### src/rtl/mem_port_arbiter.sv
// Purpose: shares one single-port RAM between the rv32i_core fetch port and its load/store port.
// Latency: request-to-ack is 2 cycles with zero-wait memory (1 transfer per 3 cycles); each mem_ready_i=0 cycle adds one.
// Backpressure: stall_o holds the core until its ack; ARB_ROUND_ROBIN_EN alternates tie-breaks, otherwise data always wins.
module mem_port_arbiter #(
    parameter int ADDR_W = 32,
    parameter int DATA_W = 32
) (
    input  logic              clk,
    input  logic              reset,
    input  logic              if_req_i,
    input  logic [ADDR_W-1:0] if_addr_i,
    output logic [DATA_W-1:0] if_rdata_o,
    output logic              if_ack_o,
    input  logic              d_req_i,
    input  logic              d_we_i,
    input  logic [2:0]        d_ctrl_i,
    input  logic [ADDR_W-1:0] d_addr_i,
    input  logic [DATA_W-1:0] d_wdata_i,
    output logic [DATA_W-1:0] d_rdata_o,
    output logic              d_ack_o,
    output logic              mem_req_o,
    output logic              mem_we_o,
    output logic [2:0]        mem_ctrl_o,
    output logic [ADDR_W-1:0] mem_addr_o,
    output logic [DATA_W-1:0] mem_wdata_o,
    input  logic [DATA_W-1:0] mem_rdata_i,
    input  logic              mem_ready_i,
    output logic              stall_o
);
    localparam logic [2:0] CTRL_WORD = 3'b010;

    typedef enum logic [1:0] {IDLE, ISSUE, RESP} state_t;

    state_t              state_q, state_d;
    logic                gnt_d_q, gnt_d_d;
    logic                we_q, we_d;
    logic [2:0]          ctrl_q, ctrl_d;
    logic [ADDR_W-1:0]   addr_q, addr_d;
    logic [DATA_W-1:0]   wdata_q, wdata_d;
    logic [DATA_W-1:0]   if_rdata_q, if_rdata_d;
    logic [DATA_W-1:0]   d_rdata_q, d_rdata_d;
    logic                pick_d;
    logic                grant;

    assign grant = (state_q == IDLE) && (if_req_i || d_req_i);

`ifdef ARB_ROUND_ROBIN_EN
    logic last_d_q, last_d_d;

    // last_d_q=0 means the previous grant went to fetch, so the first tie goes to data.
    always_comb begin
        pick_d = d_req_i;
        if (d_req_i && if_req_i) begin
            pick_d = ~last_d_q;
        end
    end

    always_comb begin
        last_d_d = last_d_q;
        if (grant) begin
            last_d_d = pick_d;
        end
    end

    always_ff @(posedge clk or posedge reset) begin
        if (reset) begin
            last_d_q <= 1'b0;
        end else begin
            last_d_q <= last_d_d;
        end
    end
`else
    always_comb begin
        pick_d = d_req_i;
    end
`endif

    always_comb begin
        state_d    = state_q;
        gnt_d_d    = gnt_d_q;
        we_d       = we_q;
        ctrl_d     = ctrl_q;
        addr_d     = addr_q;
        wdata_d    = wdata_q;
        if_rdata_d = if_rdata_q;
        d_rdata_d  = d_rdata_q;
        case (state_q)
            IDLE: begin
                if (grant) begin
                    state_d = ISSUE;
                    gnt_d_d = pick_d;
                    if (pick_d) begin
                        we_d    = d_we_i;
                        ctrl_d  = d_ctrl_i;
                        addr_d  = d_addr_i;
                        wdata_d = d_wdata_i;
                    end else begin
                        we_d    = 1'b0;
                        ctrl_d  = CTRL_WORD;
                        addr_d  = if_addr_i;
                        wdata_d = '0;
                    end
                end
            end
            ISSUE: begin
                if (mem_ready_i) begin
                    state_d = RESP;
                    // Stores leave the load-data register untouched.
                    if (!gnt_d_q) begin
                        if_rdata_d = mem_rdata_i;
                    end else if (!we_q) begin
                        d_rdata_d = mem_rdata_i;
                    end
                end
            end
            RESP: begin
                state_d = IDLE;
            end
            default: begin
                state_d = IDLE;
            end
        endcase
    end

    always_ff @(posedge clk or posedge reset) begin
        if (reset) begin
            state_q    <= IDLE;
            gnt_d_q    <= 1'b0;
            we_q       <= 1'b0;
            ctrl_q     <= 3'b000;
            addr_q     <= '0;
            wdata_q    <= '0;
            if_rdata_q <= '0;
            d_rdata_q  <= '0;
        end else begin
            state_q    <= state_d;
            gnt_d_q    <= gnt_d_d;
            we_q       <= we_d;
            ctrl_q     <= ctrl_d;
            addr_q     <= addr_d;
            wdata_q    <= wdata_d;
            if_rdata_q <= if_rdata_d;
            d_rdata_q  <= d_rdata_d;
        end
    end

    assign mem_req_o   = (state_q == ISSUE);
    assign mem_we_o    = we_q;
    assign mem_ctrl_o  = ctrl_q;
    assign mem_addr_o  = addr_q;
    assign mem_wdata_o = wdata_q;
    assign if_ack_o    = (state_q == RESP) && !gnt_d_q;
    assign d_ack_o     = (state_q == RESP) && gnt_d_q;
    assign if_rdata_o  = if_rdata_q;
    assign d_rdata_o   = d_rdata_q;
    assign stall_o     = (if_req_i && !if_ack_o) || (d_req_i && !d_ack_o);

endmodule

### config.mk
export PLATFORM = sky130hd
export DESIGN_NAME = mem_port_arbiter
export DESIGN_NICKNAME = d
export VERILOG_FILES = /design/src/rtl/mem_port_arbiter.sv
export SDC_FILE = /design/constraint.sdc
export NUM_CORES = 1
export LEC_CHECK = 0
export ABC_CLOCK_PERIOD_IN_PS = 5000
export CAP_MARGIN = 10
export CORE_ASPECT_RATIO = 0.75
export CORE_MARGIN = 2
export CORE_UTILIZATION = 40
export CTS_CLUSTER_DIAMETER = 40
export DETAILED_ROUTE_END_ITERATION = 8
export GPL_TIMING_DRIVEN = 0
export PLACE_DENSITY_LB_ADDON = 0.1
export SLEW_MARGIN = 20
export SYNTH_ARGS = -nofsm -noshare
export SYNTH_HDL_FRONTEND = slang
export SYNTH_SLANG_ARGS = --single-unit
### constraint.sdc
create_clock -name clk -period 5 [get_ports clk]
set_input_delay 1 -clock clk [delete_from_list [all_inputs] [get_ports clk]]
set_output_delay 1 -clock clk [all_outputs]
set_load 0.01 [all_outputs]
==> results.cfg <==
[logic_synthesis]
ys_ff_latch = 135
synthCells = 339
ys_warn_count = 0
synth_area_um2 = 5370
seq_area_frac_synth_pct = 62.9
yosys.cell_types.count = 21
syn-num-nets = 476
syn_avg_cell_area_um2 = 15.8

[status]
status = finished, final reports clean

[sta]
period_share_pct = 65.9
tightest_slew_ns = 0.670
slew_headroom_pct = 55.1
whs_ns = 0.502
rsz0062_at_grt = no
finalMaxSlewViolations = 0
hold_viol_final = 0
tns_ns = 0
final-setup-viol-count = 0
max_freq_ghz = 0.304
skew_ns = 0.00828
layout_min_cycle_time_ns = 3.29

[finish]
nNetsFinal = 767
drive_gt1_share_pct = 27.7
area_growth_pct = 66.8
final_util_pct = 68.6
antenna_cells = 0
stdcell_count = 814

[grt]
grt-ovfl-total = 0
grt_pass1_wl_mm = 22.5
grt_usage_pct = 20.6
antenna_found_initial = 0
grt_start_max_net_pins = 96
grt_pass1_vias = 4194

[detailed_routing]
ant_nets = 0
via_per_inst = 4.80
via_count = 3909
drt_iter0_drc = 139
wirelength_mm = 14.8
drc = 0
routedWlPerCell_um = 18.2
dr.pass1.iters = 4

[clock_tree]
tritoncts = done
clk_latency_ns = 0.40
post-cts-setup-buffers = 0
cts_buffers = 17
clkSinkCount = 135
cts_max_path_buffers = 2
ctsHoldBuffers = 0
ctsHtreeMaxLevel = 4
clkTransAtPathRegs_ns = 0.06
cts_resized = 0
cts-root-buf = clkbuf_16

[power_and_ir_drop]
ir_drop_uv = 356
finalPower_uw = 5790
power_density_nw_per_um2 = 646
p_leak_uw = 0.00377

[floorplan]
ios = 273
rows = 36
dieArea_um2 = 14400
start_util_pct = 41.1
die_y_um = 104
dieWidth_um = 138
core_area_um2 = 13100

[worst_setup_path]
crit_path_start_kind = input port
cp_max_fo = 3
r2r_slack_ns = 3.19
worstPathArrival_ns = 2.29
crit_type = input port to primary output
cp.required_ns = 4.00
worstSetupEndpointType = primary output

[run]
drv_cap = 0

[hold_path]
min_path_type = register to register

[placement]
dp_cells = 782
numPortBuffers = 271
gp_congestion = 0.746
hpwlAfterDp_mm = 11.1
==> area by class of cell <==
type,instances,area [um2]
Clock buffer,19,433
Inverter,7,33.8
Multi-Input combinational cell,177,1850
Sequential cell,135,3380
Fill cell,929,4100
Buffer,20,120
Tap cell,171,214
Timing Repair Buffer,272,2740
Clock inverter,13,195
==> cell usage in the layout (no fill, tap or decap), drive strengths merged <==
cell / instances
nor2: 2
bufinv: 4
clkdlybuf4s50: 271
or2b: 1
mux2: 128
nand2: 1
o21ai: 2
a21o: 1
clkinvlp: 3
dfrtp: 135
a22oi: 1
nor3: 1
nor3b: 2
nand3b: 1
and3b: 1
clkinv: 3
buf: 16
clkbuf: 24
a22o: 35
inv: 10
o22ai: 1
==> state kept, by name, summed over array words and instances (netlist names) <==
register	count
d_rdata_o	32
gnt_d_q	1
if_rdata_o	32
mem_addr_o	32
mem_ctrl_o	3
mem_wdata_o	32
mem_we_o	1
state_q	2
==> stage by stage <==
stage / setup slack (ns) / cell area [um2]
2_1_floorplan: 0.389 / 5370
3_3_place_gp: -1.31 / 8300
3_5_place_dp: 1.72 / 8330
4_1_cts: 1.71 / 8960
5_1_grt: 1.64 / 8960
6_report: 1.71 / 8960
==> critical path, cell delays in order <==
cell	delay, ns
clkdlybuf4s50_1	0.51
inv_1	0.05
o22ai_1	0.15
clkdlybuf4s50_1	0.58
==> where the power goes <==
group          switching (uW)  internal [uW]
logic                     945           1570
clock network             478            842
registers                 304           1650
==> Yosys cell counts <==
library cell / n / area share (%)
dfrtp_1: 135 / 63
mux2_2: 128 / 27
a22o_1: 35 / 5.7
buf_2: 9 / 0.84
inv_1: 7 / 0.49
clkbuf_1: 5 / 0.35
buf_4: 3 / 0.42
buf_6: 3 / 0.63
nor2_1: 2 / 0.14
a21o_1: 1 / 0.14
a22oi_1: 1 / 0.14
and3b_2: 1 / 0.19
nand2_1: 1 / 0.070
nand3b_1: 1 / 0.14
nor3_2: 1 / 0.19
nor3b_1: 1 / 0.14
nor3b_2: 1 / 0.23
o21ai_0: 1 / 0.093
o21ai_1: 1 / 0.093
o22ai_1: 1 / 0.12
or2b_1: 1 / 0.14
==> layer usage <==
metal	wire, um	track usage (%)	share of wire [%]	vias to the layer above
met5	0	0	0	-
met4	200	5.90	1.3	0
met3	1490	8.43	10	15
met2	7280	35.0	49	172
met1	5850	23.8	39	1908
li1	-	-	-	1814
==> cells by family after synthesis <==
| kind of cell | count (synthesis) | share of synthesized area, % |
|---|---|---|
| buf+inv | 27 | 2.73 |
| compound gates | 40 | 6.29 |
| flops | 135 | 62.9 |
| mux | 128 | 26.8 |
| simple gates | 9 | 1.23 |
==> path summary, 6_finish.rpt <==
| path | from | end | cells after the start |
|---|---|---|---|
| max | if_req_i | stall_o | 4 |
| min | mem_addr_o[24] | mem_addr_o[24] | 1 |
| max reg2reg | state_q[1] | if_rdata_o[17] | 4 |
| min reg2reg | mem_addr_o[24] | mem_addr_o[24] | 1 |
| max in group asynchronous | reset | if_rdata_o[4] | 3 |
| min in group asynchronous | reset | mem_wdata_o[25] | 2 |
Note: power is estimated with default switching activity, not from simulation.
